<file path="config.mk">
export PLATFORM = sky130hd
export DESIGN_NAME = shift_register_sipo_framed_flat
export DESIGN_NICKNAME = d
export VERILOG_FILES = /design/src/rtl/shift_register_sipo_framed_if.sv /design/src/rtl/shift_register_sipo_framed.sv /design/src/flat_wrapper.sv
export SDC_FILE = /design/constraint.sdc
export NUM_CORES = 1
export LEC_CHECK = 0
export BUFFER_PORTS_ARGS = -buffer_cell sky130_fd_sc_hd__clkbuf_2
export CAP_MARGIN = 20
export CELL_PAD_IN_SITES_DETAIL_PLACEMENT = 1
export CELL_PAD_IN_SITES_GLOBAL_PLACEMENT = 2
export CORE_AREA = 5 5 62 64
export CTS_CLUSTER_DIAMETER = 200
export DETAILED_ROUTE_END_ITERATION = 7
export DIE_AREA = 0 0 67 69
export HOLD_SLACK_MARGIN = 0.06
export MAX_ROUTING_LAYER = met4
export PLACE_DENSITY_LB_ADDON = 0.1
export SETUP_SLACK_MARGIN = 0.02
export SYNTH_ARGS = -nofsm -noshare
export SYNTH_HDL_FRONTEND = slang
export SYNTH_SLANG_ARGS = --single-unit
</file>
<file path="constraint.sdc">
create_clock -name c -period 1.35 [get_ports c]
set_input_delay 0.2025 -clock c [delete_from_list [all_inputs] [get_ports c]]
set_output_delay 0.2025 -clock c [all_outputs]
set_load 0.02 [all_outputs]
</file>
<file path="src/rtl/shift_register_sipo_framed_if.sv">
// rtl/shift_register_sipo_framed_if.sv - completed-word valid/ready handshake between deserialiser and consumer
interface shift_register_sipo_framed_if #(
    parameter int WIDTH = 8
);
    logic [WIDTH-1:0] po;
    logic             po_vld;
    logic             po_rdy;

    modport master (
        output po,
        output po_vld,
        input  po_rdy
    );

    modport slave (
        input  po,
        input  po_vld,
        output po_rdy
    );
endinterface

</file>
<file path="src/rtl/shift_register_sipo_framed.sv">
// rtl/shift_register_sipo_framed.sv - framed serial-in/parallel-out deserialiser with held word output
module shift_register_sipo_framed #(
    parameter int WIDTH     = 8,
    parameter bit LSB_FIRST = 1'b0
) (
    input  logic                       c,
    input  logic                       r,
    input  logic                       ce,
    input  logic                       si,
    input  logic                       sync,
    shift_register_sipo_framed_if.master wo,
    output logic [WIDTH-1:0]           sr,
    output logic [$clog2(WIDTH)-1:0]   cnt,
    output logic                       ovf,
    output logic                       ovf_stk
);
    localparam int            CW      = $clog2(WIDTH);
    localparam logic [CW-1:0] CNT_MAX = CW'(WIDTH - 1);
    localparam logic [CW-1:0] CNT_ONE = CW'(1);

    logic [WIDTH-1:0] sr_next;
    logic [CW-1:0]    cnt_next;
    logic             complete;
    logic             accept;

    always_comb begin
        sr_next  = LSB_FIRST ? {si, sr[WIDTH-1:1]} : {sr[WIDTH-2:0], si};
        cnt_next = cnt;
        if (sync) begin
            // A sync edge with a bit present makes that bit the first of the new frame.
            cnt_next = ce ? CNT_ONE : '0;
        end else if (ce) begin
            cnt_next = (cnt == CNT_MAX) ? '0 : cnt + CNT_ONE;
        end
        complete = ce && !sync && (cnt == CNT_MAX);
        accept   = !wo.po_vld || wo.po_rdy;
    end

    always_ff @(posedge c) begin
        if (r) begin
            sr        <= '0;
            cnt       <= '0;
            wo.po     <= '0;
            wo.po_vld <= 1'b0;
            ovf       <= 1'b0;
            ovf_stk   <= 1'b0;
        end else begin
            ovf <= 1'b0;
            cnt <= cnt_next;
            if (ce) begin
                sr <= sr_next;
            end
            if (complete) begin
                if (accept) begin
                    wo.po     <= sr_next;
                    wo.po_vld <= 1'b1;
                end else begin
                    // Holding register still owned by the consumer: drop the new word.
                    ovf     <= 1'b1;
                    ovf_stk <= 1'b1;
                end
            end else if (wo.po_vld && wo.po_rdy) begin
                wo.po_vld <= 1'b0;
            end
        end
    end
endmodule

</file>
<file path="src/flat_wrapper.sv">
// flat-port wrapper written by rule: the top's interface ports become plain ports
module shift_register_sipo_framed_flat 
#(
    parameter int WIDTH     = 8,
    parameter bit LSB_FIRST = 1'b0
)
  (c, r, ce, si, sync, sr, cnt, ovf, ovf_stk, wo_po, wo_po_vld, wo_po_rdy);
  shift_register_sipo_framed_if #(.WIDTH(WIDTH)) wo_i ();
  input  logic c;
  input  logic r;
  input  logic ce;
  input  logic si;
  input  logic sync;
  output logic [WIDTH-1:0] sr;
  output logic [$clog2(WIDTH)-1:0] cnt;
  output logic ovf;
  output logic ovf_stk;
  output wire logic [$bits(wo_i.po)-1:0] wo_po;
  output wire logic [$bits(wo_i.po_vld)-1:0] wo_po_vld;
  input wire logic [$bits(wo_i.po_rdy)-1:0] wo_po_rdy;
  assign wo_po = wo_i.po;
  assign wo_po_vld = wo_i.po_vld;
  assign wo_i.po_rdy = wo_po_rdy;
  shift_register_sipo_framed #(.WIDTH(WIDTH), .LSB_FIRST(LSB_FIRST)) u_core (.c(c), .r(r), .ce(ce), .si(si), .sync(sync), .wo(wo_i), .sr(sr), .cnt(cnt), .ovf(ovf), .ovf_stk(ovf_stk));
endmodule
</file>
==> results.md <==
* Detail Route Antenna Nets at 0
* Mapped Cells at 85
* CTS buffer count at 3
* Slowest cell on the critical path: sky130_fd_sc_hd__dfxtp_4
* Final non-filler cell total at 161
* Flops & latches, synth at 22
* Share of the synthesized area in the top cell type at 48.4%
* Maximum number of pins on one net before global-route repair at 31
* Gpl congestion at 0.723
* Floorplan die area at roughly 0.0046 mm^2
* Fraction of power spent switching nets at 23.1%
* Routed length on met3 at about 140 um
* Worst reg2reg path depth at 5
* Critical-path maximum fanout at 8
* Total negative slack for setup checks at 0 ns
* Min-delay worst type: in -> reg
* Pre-antenna DRT Iters at 4
* CP startpoint kind: flip-flop
* Proportion of synthesized chip area in sequential cells at around half
* Final hold viol count at 0
* Clock Sink Count at 22
* Number of flops mapped to enable cells by yosys at 0
* Total number of placement rows at 21
* Share of post-route cells with drive strength above 1 at 34.8%
* Top layer in use: met4
* Starting density of the core at 28.1%
* Transition time at the pin with the least slew margin at 0.498 ns
* List of cells traversed by the critical path: ha_4, ha_4, nand3b_4, nor2_8, mux2i_1
* Largest incremental delay on the critical path at between 0.3 and 0.4 ns
* Sequential Power Share at 64.0%
* Final worst path period share at between 90% and 100%
* Total track usage at 9.54%
* Cell type contributing the most total cell area after synthesis: sky130_fd_sc_hd__dfxtp_1
* Global-route wire length before repair at 3270 um
* Final routed wire length divided by cell count at around 12 um
* Clock Latency Late Sink at 0.30 ns
* Number of placed I/O pins at 28
* Combinational power share at 7.7%
* Unique cell type count in the Yosys netlist at 16
* Cell area after synthesis at a little over 900 um^2
* DR vias/cell at about 4.2
* Outcome: completed
* Cell types with the highest counts after synthesis: sky130_fd_sc_hd__dfxtp_1 (22), sky130_fd_sc_hd__mux2i_1 (18), sky130_fd_sc_hd__nand2b_1 (18), sky130_fd_sc_hd__nor2_1 (10), sky130_fd_sc_hd__a21oi_1 (3)
* RSZ-0062 raised after global routing: yes
* Most common cell in the netlist: sky130_fd_sc_hd__dfxtp_1
* Top post-synthesis cells by area: sky130_fd_sc_hd__dfxtp_1 (48%), sky130_fd_sc_hd__mux2i_1 (20%), sky130_fd_sc_hd__nand2b_1 (12%)
* Post-detailed-placement cell area at 0.00110 mm^2
* Final design instance area without fill at ~0.0012 mm^2
* Worst clock skew at 0.00542 ns
* Number of placed instances with taps included at 156
* Internal at 0.794 mW
* Post-Syn Area per Cell at roughly 11 um^2
* Met1 Routed Length at 907 um
* Highest Clock Rate at 0.774 GHz
* Detailed route wirelength on metal2 at about 920 um
* Kind of end point of the critical path: flip-flop
* Detailed Route Iter0 Violations at 31
* Family of cells with the greatest summed delay on the critical path: flip-flops
* Synthesis-to-layout area growth at 27.9%
* Via count at 684
* Max H-tree Level at 1
* Count of input and output buffers at 27
* Remaining global-route overflow at 0
* Buffer levels on the longest clock path at 2
* Required time of the critical path at 1.58 ns
* Final setup violating endpoints at 0
* Worst path depth at 5
* Share of flip-flops with an asynchronous set or reset after synthesis at 0%
* CP Class: reg -> reg
* Cell mode on critical path: sky130_fd_sc_hd__ha_4
* Die height at 69 um
* Buffer cell driving the clock tree root: sky130_fd_sc_hd__clkbuf_4
* Count of maximum capacitance violations at 0
* Power per Cell Area at between 800 and 900 mW/mm^2
* Net switching power at roughly 0.24 mW
* Slew Limit Headroom at 66.8%
* Clock slew at reported path FFs at 0.11 ns
* Number of nets in the layout at 125
* Core footprint at 0.00323 mm^2
* Clock network fraction of design power at between 20% and 30%
* Total of hold buffers inserted after clock tree synthesis at 0
* Yosys synthesis warning count at 0
* Clock period minus worst slack at 1.29 ns
* Wire length after detailed routing at between 1500 and 2000 um
* Count of buffering cells on the critical path with inverters included at 0
* Leakage power summed over all cells at 0.498 nW
* Critical path arrival at approximately 1.5 ns
* Via count of the first global-routing pass at 658
* DRC violations left at 0
* Antenna violations before repair at 0
* Worst voltage drop across the vdd grid at 0.460 mV
* Number of nets in the synthesized netlist at 93
* Die boundary width at 67 um
* Final number of max-transition violations at 0
* TritonCTS clock tree: built
* Commonest register cell after synthesis: sky130_fd_sc_hd__dfxtp_1
* Worst Hold Path Cells at 2
* Total inserted antenna cells at 0
==> through the flow <==
stage	setup slack (ns)	hold WS, ns	power [mW]	util [%]
floorplan	0.0528	0.274	0.727	-
global placement	0.0585	0.435	0.755	33.9
detailed placement	0.0210	0.439	0.756	33.9
CTS	0.0422	0.105	1.06	35.3
global route	-0.0254	0.109	1.09	36.0
finish	0.0580	0.116	1.03	36.0
==> sequential cells by signal, summed over array words and instances, names as in the netlist <==
| name | count |
|---|---|
| u_core.ovf_stk | 1 |
| u_core.wo.po_vld | 1 |
| u_core.cnt | 3 |
| u_core.sr | 8 |
| u_core.wo.po | 8 |
| u_core.ovf | 1 |
==> logic make-up after synthesis <==
logic type | count (synthesis) | synth area share, %
AOI/OAI and AO/OA | 4 | 2.20
muxes | 18 | 19.8
adders and majority gates | 2 | 2.75
and+or+nand+nor | 34 | 23.8
DFF | 22 | 48.4
buffers and inverters | 5 | 3.03
==> timing repair <==
item | CTS | global route
endpoints found under the setup margin | 4 | 8
pin swaps | 1 | 2
resized for setup | 3 | 3
buffers inserted | 1 | 1
==> area by class of cell <==
class                      instances  area (um^2)
timing repair buffer              31          165
tap                               46         57.6
inverter                           1         3.75
clock buffer                       3         22.5
sequential                        22          448
fill                             386         2070
multi-input combinational         58          467
==> power by group through the flow <==
stage                     logic, mW  registers (mW)  clock network, mW
final                        0.0790           0.660              0.292
after global placement       0.0786           0.676                  0
after detailed placement     0.0793           0.677                  0
after global routing         0.0865           0.663              0.338
after floorplan              0.0435           0.684                  0
after CTS                    0.0801           0.662              0.321
==> worst paths after layout <==
check	startpoint	to	slack, ns
min	sync	u_core.cnt[1]	0.12
max	u_core.cnt[1]	u_core.wo.po[7]	0.06
min reg2reg	u_core.ovf_stk	u_core.ovf_stk	0.45
max reg2reg	u_core.cnt[1]	u_core.wo.po[7]	0.06
==> worst reg2reg max path, cell delays in order (launching register included) <==
cell and delay (ns):
sky130_fd_sc_hd__dfxtp_4 0.38, sky130_fd_sc_hd__ha_4 0.14, sky130_fd_sc_hd__ha_4 0.14, sky130_fd_sc_hd__nand3b_4 0.11, sky130_fd_sc_hd__nor2_8 0.23, sky130_fd_sc_hd__mux2i_1 0.23
==> cell usage in the layout (no fill, tap or decap) <==
cell type | netlist | layout
sky130_fd_sc_hd__dfxtp_4 | 0 | 2
sky130_fd_sc_hd__nor3_1 | 2 | 2
sky130_fd_sc_hd__and2b_1 | 1 | 1
sky130_fd_sc_hd__dfxtp_1 | 22 | 20
sky130_fd_sc_hd__nand2b_1 | 18 | 18
sky130_fd_sc_hd__clkbuf_2 | 0 | 27
sky130_fd_sc_hd__nor2_1 | 10 | 10
sky130_fd_sc_hd__buf_4 | 0 | 4
sky130_fd_sc_hd__o21ai_0 | 1 | 1
sky130_fd_sc_hd__or3b_1 | 1 | 1
sky130_fd_sc_hd__a21oi_1 | 3 | 3
sky130_fd_sc_hd__clkbuf_4 | 0 | 3
sky130_fd_sc_hd__mux2i_1 | 18 | 18
sky130_fd_sc_hd__ha_4 | 0 | 2
sky130_fd_sc_hd__inv_1 | 1 | 1
sky130_fd_sc_hd__nand3b_4 | 1 | 1
sky130_fd_sc_hd__nor2_8 | 1 | 1
==> per-layer routing <==
metal / up-vias / track usage (%)
li1: 344 / -
met1: 317 / 11.4
met2: 21 / 14.2
met3: 2 / 4.55
met4: 0 / 2.70
met5: - / -
No activity file was read; power rests on OpenSTA's default activity.
